<file path="config.mk">
export PLATFORM = sky130hd
export DESIGN_NAME = flag_click_decoder
export DESIGN_NICKNAME = d
export VERILOG_FILES = /design/src/rtl/flag_click_decoder.sv
export SDC_FILE = /design/constraint.sdc
export NUM_CORES = 1
export LEC_CHECK = 0
export CAP_MARGIN = 20
export CORE_UTILIZATION = 55
export CTS_CLUSTER_DIAMETER = 60
export DETAILED_ROUTE_END_ITERATION = 16
export GPL_TIMING_DRIVEN = 0
export HOLD_SLACK_MARGIN = 0.06
export PLACE_DENSITY = 0.8
export SYNTH_ARGS = -nofsm -noshare
export SYNTH_HDL_FRONTEND = slang
export SYNTH_SLANG_ARGS = --single-unit
export TNS_END_PERCENT = 50
</file>
<file path="constraint.sdc">
create_clock -name clk -period 2.5 [get_ports clk]
set_input_delay 0.375 -clock clk [delete_from_list [all_inputs] [get_ports clk]]
set_output_delay 0.375 -clock clk [all_outputs]
set_load 0.02 [all_outputs]
</file>
<file path="src/rtl/flag_click_decoder.sv">
// Turns a right-button click on the board into a one-cycle flag toggle with 1-based tile indices.
// Optional post-click lockout: define FLAG_CLICK_HOLDOFF_EN.
module flag_click_decoder #(
  parameter int unsigned BOARD_XPOS     = 192,
  parameter int unsigned BOARD_YPOS     = 64,
  parameter int unsigned SIZE_EASY      = 64,
  parameter int unsigned SIZE_MEDIUM    = 48,
  parameter int unsigned SIZE_HARD      = 32,
  parameter int unsigned HOLDOFF_CYCLES = 1_000_000
) (
  input  logic        clk,
  input  logic        rst,
  input  logic [1:0]  level,
  input  logic        game_active,
  input  logic [11:0] xpos,
  input  logic [11:0] ypos,
  input  logic        right,
  output logic        mark_flag,
  output logic [4:0]  flag_ind_x,
  output logic [4:0]  flag_ind_y,
  output logic        busy
);

  localparam int unsigned HOLD_W = (HOLDOFF_CYCLES > 1) ? $clog2(HOLDOFF_CYCLES) : 1;
  localparam logic [12:0] X0 = 13'(BOARD_XPOS);
  localparam logic [12:0] Y0 = 13'(BOARD_YPOS);
  localparam logic [HOLD_W-1:0] HOLD_ONE = HOLD_W'(1);
`ifdef FLAG_CLICK_HOLDOFF_EN
  localparam logic [HOLD_W-1:0] HOLD_LOAD = HOLD_W'(HOLDOFF_CYCLES - 1);
`endif

  typedef enum logic [2:0] {IDLE, CALC, CHECK, DONE, HOLD} state_t;

  state_t state, state_n;
  logic              right_d;
  logic [12:0]       ox, oy, ox_n, oy_n;
  logic [4:0]        ix, iy, ix_n, iy_n;
  logic [4:0]        dim, dim_n;
  logic [12:0]       size, size_n;
  logic              mark_n;
  logic [4:0]        fx_n, fy_n;
  logic [HOLD_W-1:0] hold_cnt, hold_n;

  logic        click;
  logic [4:0]  lvl_dim;
  logic [12:0] lvl_size;
  logic [12:0] dx, dy;
  logic        step_x, step_y;

  // Bit 12 of the offsets is the borrow: set when the click lies left of or above the board.
  assign click  = right & ~right_d & game_active;
  assign dx     = {1'b0, xpos} - X0;
  assign dy     = {1'b0, ypos} - Y0;
  assign step_x = (ox >= size) && (ix < dim);
  assign step_y = (oy >= size) && (iy < dim);
  assign busy   = (state != IDLE);

  always_comb begin
    lvl_dim  = 5'd8;
    lvl_size = 13'(SIZE_EASY);
    case (level)
      2'd3: begin
        lvl_dim  = 5'd16;
        lvl_size = 13'(SIZE_HARD);
      end
      2'd2: begin
        lvl_dim  = 5'd10;
        lvl_size = 13'(SIZE_MEDIUM);
      end
      default: ;
    endcase
  end

  always_comb begin
    state_n = state;
    ox_n    = ox;
    oy_n    = oy;
    ix_n    = ix;
    iy_n    = iy;
    dim_n   = dim;
    size_n  = size;
    mark_n  = 1'b0;
    fx_n    = flag_ind_x;
    fy_n    = flag_ind_y;
    hold_n  = hold_cnt;
    case (state)
      IDLE: begin
        if (click) begin
          dim_n  = lvl_dim;
          size_n = lvl_size;
          ox_n   = dx;
          oy_n   = dy;
          ix_n   = 5'd0;
          iy_n   = 5'd0;
          if (!dx[12] && !dy[12]) state_n = CALC;
        end
      end
      CALC: begin
        // Both axes divide by repeated subtraction in parallel; the counters saturate at dim.
        if (step_x) begin
          ox_n = ox - size;
          ix_n = ix + 5'd1;
        end
        if (step_y) begin
          oy_n = oy - size;
          iy_n = iy + 5'd1;
        end
        if (!step_x && !step_y) state_n = CHECK;
      end
      CHECK: begin
        if ((ix < dim) && (iy < dim)) begin
          fx_n    = ix + 5'd1;
          fy_n    = iy + 5'd1;
          mark_n  = 1'b1;
          state_n = DONE;
        end else begin
          state_n = IDLE;
        end
      end
      DONE: begin
`ifdef FLAG_CLICK_HOLDOFF_EN
        hold_n  = HOLD_LOAD;
        state_n = HOLD;
`else
        state_n = IDLE;
`endif
      end
      HOLD: begin
        if (hold_cnt == '0) state_n = IDLE;
        else                hold_n  = hold_cnt - HOLD_ONE;
      end
      default: state_n = IDLE;
    endcase
  end

  always_ff @(posedge clk) begin
    if (rst) begin
      state      <= IDLE;
      right_d    <= 1'b0;
      ox         <= '0;
      oy         <= '0;
      ix         <= '0;
      iy         <= '0;
      dim        <= '0;
      size       <= '0;
      mark_flag  <= 1'b0;
      flag_ind_x <= '0;
      flag_ind_y <= '0;
      hold_cnt   <= '0;
    end else begin
      state      <= state_n;
      right_d    <= right;
      ox         <= ox_n;
      oy         <= oy_n;
      ix         <= ix_n;
      iy         <= iy_n;
      dim        <= dim_n;
      size       <= size_n;
      mark_flag  <= mark_n;
      flag_ind_x <= fx_n;
      flag_ind_y <= fy_n;
      hold_cnt   <= hold_n;
    end
  end

endmodule
</file>
==> results of run 1 <==
[what timing repair did]
action / in CTS / in global routing
buffers inserted: 0 / 2
gates resized for setup: 1 / 5
gates cloned: 0 / 0
endpoints found under the setup margin: 9 / 29
pin swaps: 0 / 1
[stage by stage]
stage | worst slack, ns | utilization, % | instances
after CTS | 0.0347 | 70.2 | 475
final | 0.0990 | 70.6 | 477
after floorplan | 0.355 | - | 357
after global routing | 0.0205 | 70.6 | 477
after global placement | -0.221 | 67.9 | 467
after detailed placement | -0.190 | 67.9 | 467
[flip-flops by register name (all words and copies together) (netlist names)]
| signal | count |
|---|---|
| dim | 3 |
| mark_flag | 1 |
| ox | 13 |
| flag_ind_x | 5 |
| size | 2 |
| iy | 5 |
| state | 2 |
| flag_ind_y | 5 |
| ix | 5 |
| oy | 13 |
| right_d | 1 |
[worst max path at each step]
stage / startpoint / cells past startpoint / end / slack [ns]
after floorplan: size[5] / 7 / ox[9] / 0.36
after global placement: size[5] / 7 / ox[9] / -0.22
after detailed placement: size[5] / 7 / ix[0] / -0.19
after CTS: size[5] / 8 / ox[6] / 0.03
after global routing: state[0] / 6 / ox[6] / 0.02
final: state[0] / 6 / ox[6] / 0.1
[tightest hold or removal path, stage by stage (launching register included)]
cell,delay [ns]
dfxtp_1,0.32
nand2_1,0.05
a21oi_1,0.05
[cell families (layout without fill, tap and decap cells)]
| logic type | Yosys count | in the layout | synth area share [%] |
|---|---|---|---|
| AND/OR/NAND/NOR | 127 | 127 | 22.0 |
| AO/OA/AOI/OAI | 103 | 103 | 24.7 |
| flip-flops | 55 | 55 | 35.9 |
| buffers and inverters | 38 | 88 | 5.18 |
| adder cells (fa/ha/maj) | 16 | 16 | 7.01 |
| XOR/XNOR | 15 | 15 | 4.28 |
| multiplexers | 3 | 3 | 1.02 |
[final cells by class]
type                       count  area [µm²]
fill                         443        1540
inverter                      14        52.6
clock inverter                 2        38.8
timing repair buffer          42         415
tap                           70        87.6
clock buffer                   6        72.6
buffer                        24         108
multi-input combinational    264        1820
sequential                    55        1100
[synthesized netlist by cell type (2+ instances only)]
library cell	count
dfxtp_1	55
nand2_1	29
a21oi_1	25
nor2_1	25
clkbuf_1	21
ha_1	14
nand3_1	14
inv_1	13
a211oi_1	12
nor3_1	9
xor2_1	9
nand4_1	8
o21ai_0	8
o31ai_1	8
a221oi_1	6
nand2b_1	6
xnor2_1	6
o211ai_1	5
o311ai_0	5
or3_1	5
nor2b_1	4
nor4_1	4
a311oi_1	3
a31oi_1	3
and2_1	3
nand3b_1	3
nor4b_1	3
or2_2	3
a221o_1	2
a31o_2	2
buf_6	2
fa_1	2
mux2i_1	2
nor3b_1	2
o21a_1	2
o21bai_1	2
o311ai_1	2
o32a_1	2
o32ai_1	2
or3b_2	2
or4_1	2
[power groups by stage]
stage,registers (mW),logic (mW),clock network (mW)
CTS,0.950,0.500,0.619
detailed placement,0.970,0.492,0
finish,0.953,0.514,0.619
global placement,0.969,0.483,0
floorplan,0.960,0.336,0
global route,0.957,0.560,0.659
[metal layers]
metal  vias to the layer above  routed length, µm  track usage, %
met5                         -                  0               0
met4                         0                231            13.3
met3                        21                575            5.83
met2                       137               3900            47.3
met1                      1453               3860            40.0
li1                       1437                  -               -
==> results_dict.tcl, run 1 <==
set metrics [dict create \
    fin_tns_setup_ns 0 \
    vdd_drop_max_mv 0.391 \
    synthArstFlopShare_pct 0 \
    yosysTopAreaCell "dfxtp_1" \
    crit_type "flop to flop" \
    share_comb_of_total_power_pct 24.6 \
    fin_crit_ns 2.40 \
    die_w_um 76.7 \
    place_area_um2 3560 \
    synthTopCellsByArea "dfxtp_1, ha_1, a21oi_1, nand2_1, nor2_1" \
    startpoint_type "flop" \
    min_to "oy[0]" \
    path_common_cell "clkbuf_1" \
    cts_max_level 2 \
    reg2reg_slack_ns 0.1 \
    fin_area_um2 3700 \
    drive_above_1_share_pct 7.37 \
    grt_use_total_pct 30.1 \
    status "finished clean" \
    rsz0062_at_grt "no" \
    crit_family "buffers and inverters" \
    synth_top_area_share_pct 35.9 \
    cts_tree "built" \
    clk_latency_ns 0.32 \
    ys_seq_area_share_pct 35.9 \
    mostFrequentLayoutCell "dfxtp_1" \
    nets 452 \
    layout_worst_path_cycle_share_pct 96.0 \
    final_cell_mix "dfxtp_1, clkdlybuf4s50_1, nand2_1" \
    rr_endpoint "ox[6]" \
    leakage_nw 1.26 \
    io_buffer_count 40 \
    drtAntennaViolNets 0 \
    max_freq_mhz 416 \
    seqPwrFrac_pct 45.7 \
    hold_depth 2 \
    wl_mm 8.57 \
    io_pins 42 \
    whs_ns 0.457 \
    reg2reg_depth 6 \
    pwr-share-clk_pct 29.7 \
    grt_pass1_wl_mm 13.9 \
    wl_per_cell_um 18.0 \
    maxSlewViolCount 0 \
    cts_made_buffers 5 \
    remaining_drc_errors 0 \
    dp_hpwl_mm 6.06 \
    grt_max_degree 18 \
    crit_slowest_cell "clkbuf_1" \
    cts_hold_buf 0 \
    viasPerCell 6.39 \
    grt-ovfl-total 0 \
    timing.final.hold_violations 0 \
    synth_cell_types 63 \
    p_switching_mw 0.662 \
    start_util_pct 58.6 \
    crit_buf_inv 2 \
    syn_area_per_cell_um2 8.60 \
    num_rows 26 \
    path_cells "nor2b_1, clkbuf_1, clkbuf_1, nor2_1, a221oi_1, nor3_1" \
    drtIter0Drc 235 \
    vias 3048 \
    clk_pin_slew_worst_paths_ns 0.10 \
    synthFlopType "dfxtp_1" \
    synth_cells 357 \
    critPathMaxStageDelay_ns 0.50 \
    critPathCaptureType "flop" \
    reg2reg_from "state[0]" \
    cp.required_ns 2.68 \
    cts_max_path_buffers 2 \
    p_sw_share_pct 31.7 \
    tightestPinTransition_ns 0.687 \
    place_congestion 0.949 \
    final.setup_skew_ns 0.0112 \
    grt_pass1_vias 2820 \
    synth_edf_count 0 \
    critical_path.max_fanout 10 \
    maxCapViolCount 0 \
    antenna_found_initial 0 \
    p_per_area_nw_per_um2 564 \
    finalPower_mw 2.09 \
    cts.sinks 55 \
    setup_viol 0 \
    holdCritPathClass "flop to flop" \
    intPower_mw 1.42 \
    syn2layout_area_growth_pct 20.4 \
    syn-num-nets 403 \
    synth_area_um2 3070 \
    slew_headroom_pct 54.2 \
    first_pass_iters 5 \
    antenna_cells 0 \
    core_um2 5240 \
    synth-seq-cells 55 \
    min_from "oy[0]" \
    die_height_um 76.7 \
    worstPathArrival_ns 2.58 \
    dieArea_um2 5880 \
    clockRootBuffer "clkbuf_8" \
    ys.warnings.count 0 \
]
Note: power is estimated with default switching activity, not from simulation.
==> run 2: changes to the inputs <==
--- a/config.mk
+++ b/config.mk
@@ -5,13 +5,14 @@
 export SDC_FILE = /design/constraint.sdc
 export NUM_CORES = 1
 export LEC_CHECK = 0
-export CAP_MARGIN = 20
+export CAP_MARGIN = 10
 export CORE_UTILIZATION = 55
 export CTS_CLUSTER_DIAMETER = 60
 export DETAILED_ROUTE_END_ITERATION = 16
 export GPL_TIMING_DRIVEN = 0
 export HOLD_SLACK_MARGIN = 0.06
 export PLACE_DENSITY = 0.8
+export SLEW_MARGIN = 30
 export SYNTH_ARGS = -nofsm -noshare
 export SYNTH_HDL_FRONTEND = slang
 export SYNTH_SLANG_ARGS = --single-unit
==> results of run 2 <==
Same layout as run 1: the final DEF is identical, and so are final timing and power.
==> run 3: changes to the inputs <==
--- a/config.mk
+++ b/config.mk
@@ -5,13 +5,13 @@
 export SDC_FILE = /design/constraint.sdc
 export NUM_CORES = 1
 export LEC_CHECK = 0
-export CAP_MARGIN = 10
-export CORE_UTILIZATION = 55
+export CAP_MARGIN = 20
+export CORE_UTILIZATION = 59
 export CTS_CLUSTER_DIAMETER = 60
 export DETAILED_ROUTE_END_ITERATION = 16
 export GPL_TIMING_DRIVEN = 0
-export HOLD_SLACK_MARGIN = 0.06
-export PLACE_DENSITY = 0.8
+export HOLD_SLACK_MARGIN = 0.05
+export PLACE_DENSITY = 0.85
 export SLEW_MARGIN = 30
 export SYNTH_ARGS = -nofsm -noshare
 export SYNTH_HDL_FRONTEND = slang
==> constraint.sdc (replaced) <==
create_clock -name clk -period 2.9 [get_ports clk]
set_input_delay 0.435 -clock clk [delete_from_list [all_inputs] [get_ports clk]]
set_output_delay 0.435 -clock clk [all_outputs]
set_load 0.02 [all_outputs]
==> results_dict.tcl, run 3 (synthesis results as in run 1) <==
set metrics [dict create \
    nets 450 \
    mostFrequentLayoutCell "dfxtp_1" \
    cp.required_ns 3.14 \
    critical_path.max_fanout 6 \
    viasPerCell 6.47 \
    cts_max_level 2 \
    cts.sinks 55 \
    critPathCaptureType "flop" \
    first_pass_iters 5 \
    fin_area_um2 3650 \
    drive_above_1_share_pct 5.93 \
    die_height_um 74.1 \
    start_util_pct 63.3 \
    maxSlewViolCount 0 \
    cts_max_path_buffers 2 \
    layout_worst_path_cycle_share_pct 87.6 \
    fin_crit_ns 2.54 \
    dp_hpwl_mm 6.16 \
    grt-ovfl-total 0 \
    io_pins 42 \
    vias 3055 \
    setup_viol 0 \
    top_regs "ox: 13 flops, oy: 13 flops" \
    grt_pass1_wl_mm 13.6 \
    core_um2 4850 \
    max_freq_mhz 394 \
    clockRootBuffer "clkbuf_8" \
    antenna_found_initial 0 \
    whs_ns 0.455 \
    slew_headroom_pct 52.5 \
    tightestPinTransition_ns 0.710 \
    place_congestion 0.955 \
    remaining_drc_errors 0 \
    cts_made_buffers 5 \
    cts_hold_buf 0 \
    clk_pin_slew_worst_paths_ns 0.09 \
    reg2reg_slack_ns 0.36 \
    io_buffer_count 40 \
    drtIter0Drc 323 \
    clk_latency_ns 0.32 \
    worstPathArrival_ns 2.78 \
    dp.cells 464 \
    status "finished clean" \
    final.setup_skew_ns 0.0136 \
    wl_mm 8.54 \
    startpoint_type "flop" \
    syn2layout_area_growth_pct 19.1 \
    holdCritPathClass "flop to flop" \
    maxCapViolCount 0 \
    num_rows 25 \
    place_area_um2 3550 \
    p_per_area_nw_per_um2 471 \
    grt_pass1_vias 2857 \
    drtAntennaViolNets 0 \
    final_cells 472 \
    crit_type "flop to flop" \
    grt_use_total_pct 33.3 \
    fin_tns_setup_ns 0 \
    wl_per_cell_um 18.1 \
    antenna_cells 0 \
    vdd_drop_max_mv 0.380 \
    final_cell_mix "dfxtp_1, clkdlybuf4s50_1, nand2_1" \
    dieArea_um2 5490 \
    grt_max_degree 17 \
    cts_tree "built" \
    die_w_um 74.1 \
    leakage_nw 1.24 \
    timing.final.hold_violations 0 \
    rsz0062_at_grt "no" \
]
## run 3: power breakdown
group	total, mW	switching, mW	internal (mW)
sequential	0.819	0.0289	0.790
clock	0.457	0.261	0.196
combinational	0.446	0.272	0.174
## run 3: worst paths after layout
check,cells past startpoint,from,to
min,2,oy[2],oy[2]
min reg2reg,2,oy[2],oy[2]
max reg2reg,7,size[5],oy[11]
max,7,size[5],oy[11]
## run 3: timing repair
action                                  4_1_cts  5_1_grt
resized for setup                             0        1
endpoints found under the setup margin        0        5
buffers inserted                              0        0
hold endpoints to repair                      0        0
## run 3: layer usage
metal / track usage (%) / routed length (µm) / vias up
met4: 15.2 / 212 / 0
met1: 42.8 / 3580 / 1421
met2: 53.6 / 3940 / 180
met3: 7.18 / 800 / 24
li1: - / - / 1430
met5: 0 / 0 / -
## run 3: cell type report
class | instances | area, µm²
sequential | 55 | 1100
buffer | 24 | 106
fill | 363 | 1190
inverter | 14 | 52.6
tap | 67 | 83.8
timing repair buffer | 40 | 400
clock buffer | 7 | 86.3
clock inverter | 1 | 8.76
multi-input combinational | 264 | 1820
## run 3: per-stage QoR
stage,power [mW],utilization (%),setup WS (ns)
6_report,1.72,75.4,0.361
3_3_place_gp,1.25,73.3,0.279
3_5_place_dp,1.26,73.3,0.262
4_1_cts,1.71,75.3,0.246
5_1_grt,1.79,75.4,0.236
2_1_floorplan,1.12,-,0.755
## run 3: critical path, stage by stage (launching register included)
cell,delay (ns)
dfxtp_1,0.44
inv_1,0.10
ha_1,0.28
nand2_1,0.09
nor4_2,0.50
o2111ai_1,0.46
or3_1,0.44
a31oi_1,0.16
